File: config.mk
export PLATFORM = sky130hd
export DESIGN_NAME = rom_dl_sequencer
export DESIGN_NICKNAME = d
export VERILOG_FILES = /design/src/rtl/rom_dl_sequencer.sv
export SDC_FILE = /design/constraint.sdc
export NUM_CORES = 1
export LEC_CHECK = 0
export BUFFER_PORTS_ARGS = -buffer_cell sky130_fd_sc_hd__clkbuf_2
export CAP_MARGIN = 20
export CORE_AREA = 2 2 92 94
export DETAILED_ROUTE_END_ITERATION = 8
export DIE_AREA = 0 0 94 96
export PLACE_DENSITY_LB_ADDON = 0.2
export SETUP_SLACK_MARGIN = 0.1
export SLEW_MARGIN = 40
export SYNTH_ARGS = -nofsm -noshare
export SYNTH_HDL_FRONTEND = slang
export SYNTH_SLANG_ARGS = --single-unit
File: constraint.sdc
create_clock -name MCLK -period 2.5 [get_ports MCLK]
set_input_delay 0.375 -clock MCLK [delete_from_list [all_inputs] [get_ports MCLK]]
set_output_delay 0.375 -clock MCLK [all_outputs]
set_load 0.03 [all_outputs]
File: src/rtl/rom_dl_sequencer.sv
// rom_dl_sequencer
//
// Sequences a MiSTer ioctl ROM download into up to four ROM regions of the
// game core. Each incoming byte is decoded into a region number and a
// region-relative address. It is then buffered in a 2-entry FIFO and written
// through a one-hot write port that acknowledges each write. While loading,
// the sequencer owns the ROM ports and holds the core in reset. After the
// download ends and the FIFO drains, it waits RST_HOLD cycles and then
// releases the core.
//
// Optional feature: define DL_CHECKSUM_EN to accumulate a mod-2^16 sum of the
// acknowledged bytes on chk_sum. Without it, chk_sum is tied to zero.
//
// Ports:
//   MCLK            system clock
//   RESET           asynchronous active-high reset
//   ioctl_download  download active (from hps_io)
//   ioctl_wr        one-cycle byte strobe
//   ioctl_addr      byte address [24:0]
//   ioctl_dout      byte data [7:0]
//   ioctl_wait      stall request to hps_io (registered)
//   wr_ack          target write port accepted the current write
//   rom_we          one-hot write enable, one bit per region [3:0]
//   rom_ad          region-relative address [16:0]
//   rom_dt          write data [7:0]
//   port_own        1 = loader drives the ROM ports, 0 = core owns them
//   core_rst        reset to the game core
//   dl_done         a download has completed and the core is running
//   err_oor         sticky: out-of-range byte seen
//   err_ovf         sticky: byte arrived while the FIFO was full
//   chk_sum         byte checksum (zero unless DL_CHECKSUM_EN)
module rom_dl_sequencer #(
    parameter logic [24:0] R1_BASE  = 25'h08000,
    parameter logic [24:0] R2_BASE  = 25'h0C000,
    parameter logic [24:0] R3_BASE  = 25'h14000,
    parameter logic [24:0] END_ADDR = 25'h24000,
    parameter int unsigned RST_HOLD = 1024
) (
    input  logic        MCLK,
    input  logic        RESET,
    input  logic        ioctl_download,
    input  logic        ioctl_wr,
    input  logic [24:0] ioctl_addr,
    input  logic [7:0]  ioctl_dout,
    output logic        ioctl_wait,
    input  logic        wr_ack,
    output logic [3:0]  rom_we,
    output logic [16:0] rom_ad,
    output logic [7:0]  rom_dt,
    output logic        port_own,
    output logic        core_rst,
    output logic        dl_done,
    output logic        err_oor,
    output logic        err_ovf,
    output logic [15:0] chk_sum
);

    localparam int unsigned CW = $clog2(RST_HOLD + 1);

    typedef enum logic [2:0] {
        S_IDLE,
        S_LOAD,
        S_DRAIN,
        S_HOLD,
        S_RUN
    } state_t;

    state_t         state, state_next;

    // FIFO entry layout: {region[1:0], offset[16:0], data[7:0]}
    logic [26:0]    fifo_mem [2];
    logic           wr_ptr, rd_ptr;
    logic [1:0]     count, count_next;
    logic [26:0]    head;
    logic           gap;
    logic [CW-1:0]  hold_cnt;

    logic [1:0]     dec_region;
    logic [24:0]    dec_base;
    logic [16:0]    dec_offset;
    logic           accepting, in_range, push, pop, we_active, load_entry;

    // Region decode of the incoming byte
    always_comb begin
        dec_region = 2'd0;
        dec_base   = '0;
        if (ioctl_addr >= R3_BASE) begin
            dec_region = 2'd3;
            dec_base   = R3_BASE;
        end else if (ioctl_addr >= R2_BASE) begin
            dec_region = 2'd2;
            dec_base   = R2_BASE;
        end else if (ioctl_addr >= R1_BASE) begin
            dec_region = 2'd1;
            dec_base   = R1_BASE;
        end
        dec_offset = 17'(ioctl_addr - dec_base);
    end

    assign accepting = (state == S_LOAD) || (state == S_DRAIN);
    assign in_range  = (ioctl_addr < END_ADDR);
    assign push      = accepting && ioctl_wr && in_range && (count != 2'd2);

    // gap forces one idle cycle after every acknowledged write so that the
    // next head is presented on a fresh rom_we assertion
    assign head      = fifo_mem[rd_ptr];
    assign we_active = (count != 2'd0) && !gap;
    assign pop       = we_active && wr_ack;

    always_comb begin
        rom_we = '0;
        if (we_active) begin
            rom_we = 4'b0001 << head[26:25];
        end
        rom_ad = head[24:8];
        rom_dt = head[7:0];
    end

    always_comb begin
        count_next = count;
        if (push && !pop) begin
            count_next = count + 2'd1;
        end else if (pop && !push) begin
            count_next = count - 2'd1;
        end
    end

    // Next-state logic
    always_comb begin
        state_next = state;
        case (state)
            S_IDLE: begin
                if (ioctl_download) state_next = S_LOAD;
            end
            S_LOAD: begin
                if (!ioctl_download) state_next = S_DRAIN;
            end
            S_DRAIN: begin
                if (ioctl_download)          state_next = S_LOAD;
                else if (count == 2'd0)      state_next = S_HOLD;
            end
            S_HOLD: begin
                if (ioctl_download)                      state_next = S_LOAD;
                else if (hold_cnt == CW'(RST_HOLD - 1))  state_next = S_RUN;
            end
            S_RUN: begin
                if (ioctl_download) state_next = S_LOAD;
            end
            default: state_next = S_IDLE;
        endcase
    end

    // Re-entering LOAD from DRAIN continues the same download, so only a
    // fresh entry clears the error flags and checksum
    assign load_entry = (state_next == S_LOAD) && !accepting;

    always_ff @(posedge MCLK or posedge RESET) begin
        if (RESET) begin
            state       <= S_IDLE;
            fifo_mem[0] <= '0;
            fifo_mem[1] <= '0;
            wr_ptr      <= 1'b0;
            rd_ptr      <= 1'b0;
            count       <= 2'd0;
            gap         <= 1'b0;
            hold_cnt    <= '0;
            ioctl_wait  <= 1'b0;
            port_own    <= 1'b1;
            core_rst    <= 1'b1;
            dl_done     <= 1'b0;
            err_oor     <= 1'b0;
            err_ovf     <= 1'b0;
        end else begin
            state <= state_next;
            count <= count_next;
            gap   <= pop;

            if (push) begin
                fifo_mem[wr_ptr] <= {dec_region, dec_offset, ioctl_dout};
                wr_ptr           <= ~wr_ptr;
            end
            if (pop) begin
                rd_ptr <= ~rd_ptr;
            end

            if (state == S_HOLD && state_next == S_HOLD) begin
                hold_cnt <= hold_cnt + CW'(1);
            end else begin
                hold_cnt <= '0;
            end

            ioctl_wait <= (count_next != 2'd0);
            port_own   <= (state_next != S_RUN);
            core_rst   <= (state_next != S_RUN);
            dl_done    <= (state_next == S_RUN);

            if (load_entry) begin
                err_oor <= 1'b0;
                err_ovf <= 1'b0;
            end else if (accepting && ioctl_wr) begin
                if (!in_range) begin
                    err_oor <= 1'b1;
                end else if (count == 2'd2) begin
                    err_ovf <= 1'b1;
                end
            end
        end
    end

`ifdef DL_CHECKSUM_EN
    logic [15:0] chk_acc;

    always_ff @(posedge MCLK or posedge RESET) begin
        if (RESET) begin
            chk_acc <= '0;
        end else if (load_entry) begin
            chk_acc <= '0;
        end else if (pop) begin
            chk_acc <= chk_acc + {8'h00, head[7:0]};
        end
    end

    assign chk_sum = chk_acc;
`else
    assign chk_sum = '0;
`endif

endmodule

==> flow_metrics.tcl <==
set metrics [dict create \
    cts.clk_slew.worst_paths_ps 80 \
    path_class "primary input to flop" \
    arrival_ps 2510 \
    maxSlewViolCount 0 \
    tightest_slew_ps 621.2 \
    synthFlopType "dfrtp_1" \
    clock_power_share 0.278 \
    cts_root_buf "clkbuf_8" \
    hpwlAfterDp_um 4990 \
    skew_ps 9.675 \
    power_switching_mw 0.9240 \
    layout_min_cycle_time_ps 2279 \
    io_pins 89 \
    worstSetupEndpointType "flop" \
    cap_violations 0 \
    drc 0 \
    dr.pass1.iters 4 \
    synth_edf_count 0 \
    holdBufCountCts 0 \
    status "finished clean" \
    synth.most_common_cell "dfrtp_1" \
    ys_top_cells_by_count "dfrtp_1, mux2_2, nor2_1" \
    gr-total-overflow 0 \
    final.setup.worst_slack_ps 221.2 \
    synth.top_cell.area_share 0.5061 \
    pre_cts_ws_ps -263.4 \
    grt_max_degree 37 \
    gp_congestion 0.7864 \
    critPathLaunchType "primary input" \
    path_common_cell "or4_1" \
    max_stage_delay_ps 520 \
    power.share.combinational 0.234 \
    worstPathCellList "clkbuf_2 -> or4_1 -> or4_1 -> buf_4 -> nor4b_4 -> buf_12 -> mux2_2" \
    syn_area_per_cell_um2 12.44 \
    worstSkewPairLatency_ps 350 \
    power_density_nw_per_um2 644.9 \
    synth_area_leader_cell "dfrtp_1" \
    grt_antenna_before_repair 0 \
    htreeDepth 3 \
    rsz0062_at_grt "no" \
    routed_wl_um 7228 \
    seq_power_share 0.487 \
    ys_top_cells_by_area "dfrtp_1, mux2_2, mux2_4" \
    setup_viol 0 \
    cts_buffer_depth 2 \
    intPower_mw 1.968 \
    die-area_um2 9024 \
    holdCritPathClass "primary input to async pin" \
    area_growth_pct 17.78 \
    via_per_inst 4.960 \
    num-nets-final 430 \
    timing.final.crit_share 0.9115 \
    holdWs_ps 63.70 \
    fin_area_um2 4484 \
    placed_area_um2 4294 \
    wl_per_cell_um 14.57 \
    numPortBuffers 72 \
    cts_buffers 9 \
    ant_nets 0 \
    grt_pass1_wl_um 12100 \
    clock.fmax_mhz 438.8 \
    async_reset_ff_frac 1.000 \
    vdd.ir_drop.worst_uv 551.0 \
    power.leakage_nw 2.387 \
    syn_inst 306 \
    yosysSeqAreaShare 0.5130 \
    drt-initial-drc-count 67 \
    via_count 2460 \
    synth_area_um2 3807 \
    n_antenna_cell 0 \
    ys_warn_count 0 \
    coreArea_um2 8051 \
    grt_pass1_vias 2485 \
    grt_use_total 0.1759 \
    p_sw_frac 0.3195 \
    initial_core_util 0.4729 \
    fp.dieH_um 96 \
    synth_seq_cells 78 \
    clock-sinks 78 \
    drive_gt1_frac 0.4169 \
    die_x_um 94 \
    cts_tree "yes" \
    critPathRequiredTime_ps 2730 \
    maxSlewHeadroom 0.5854 \
    path_max_fanout 29 \
    hold_viol_final 0 \
    cp_slowest_cell "or4_1" \
    row_count 33 \
    ys_types 41 \
]
## cells by family after synthesis
family,Yosys count,share of synthesized area
flops,78,0.5130
mux,76,0.2445
simple gates,67,0.08774
buf+inv,43,0.06671
compound gates,24,0.04108
xor+xnor,12,0.02760
fa+ha+maj,5,0.01840
other cells,1,0.0009849
## worst paths after layout
check / startpoint / slack, ps / depth (start not counted) / endpoint
max: ioctl_addr[22] / 220 / 7 / fifo_mem[7]$_DFFE_PP0P_
min: RESET / 60 / 2 / fifo_mem[14]$_DFFE_PP0P_
max reg2reg: count[0]$_DFF_PP0_ / 500 / 5 / fifo_mem[51]$_DFFE_PP0P_
min reg2reg: hold_cnt[0]$_DFF_PP0_ / 470 / 1 / hold_cnt[0]$_DFF_PP0_
max in group asynchronous: RESET / 1820 / 3 / fifo_mem[42]$_DFFE_PP0P_
min in group MCLK: ioctl_addr[11] / 260 / 2 / fifo_mem[19]$_DFFE_PP0P_
## flip-flops by register name (all words and copies together), names as in the netlist
signal      cells
core_rst        1
rd_ptr          1
err_oor         1
state           3
gap             1
fifo_mem       54
wr_ptr          1
err_ovf         1
dl_done         1
hold_cnt       11
ioctl_wait      1
count           2
## area by class of cell
cell class,instances,area [um^2]
Fill cell,716,3567
Sequential cell,78,1953
Multi-Input combinational cell,200,1674
Timing Repair Buffer,85,513.0
Tap cell,105,131.4
Clock buffer,9,123.9
Inverter,13,50.05
Clock inverter,6,38.79
## worst max-delay path, delay by kind of cell
kind / cells / cell delay (ps)
and+or+nand+nor: 3 / 1260
muxes: 1 / 360
buffers and inverters: 3 / 510
## per-stage QoR
step                  util  instances  TNS [ps]  power [mW]
floorplan                -        321     -2267       1.937
global placement    0.5333        480     -7911       2.103
detailed placement  0.5333        480     -8879       2.111
CTS                 0.5535        495         0       2.937
global route        0.5570        496         0       3.063
finish              0.5570        496         0       2.892
## placed cells by master (no fill, tap or decap), types with 6 or more instances in the layout
cell type	instances
inv_1	12
a21oi_1	6
clkbuf_2	72
dfrtp_1	77
buf_4	9
xnor2_1	6
clkbuf_8	9
nand2_1	9
conb_1	16
mux2_2	37
mux2_4	21
xor2_1	6
mux2_1	15
nor2_1	30
## power groups by stage
stage               Combinational (mW)  Sequential (mW)  Clock (mW)
floorplan                        0.514             1.42           0
global placement                 0.671             1.43           0
detailed placement               0.678             1.43           0
CTS                              0.684             1.41       0.843
global route                     0.740             1.42       0.900
finish                           0.678             1.41       0.804
## per-layer routing
metal | global-route usage | routed length (um) | part of all wire | vias up
met4 | 0.04952 | 74 | 0.010 | 0
met5 | 0 | 0 | 0 | -
li1 | - | - | - | 1188
met2 | 0.2685 | 3218 | 0.45 | 67
met3 | 0.07126 | 447 | 0.062 | 6
met1 | 0.2332 | 3488 | 0.48 | 1199
## what timing repair did
item                       4_1_cts  5_1_grt
buffers inserted                 0        0
setup endpoints to repair        0       22
resized for setup                0        1
(Power assumes the default switching activity.)
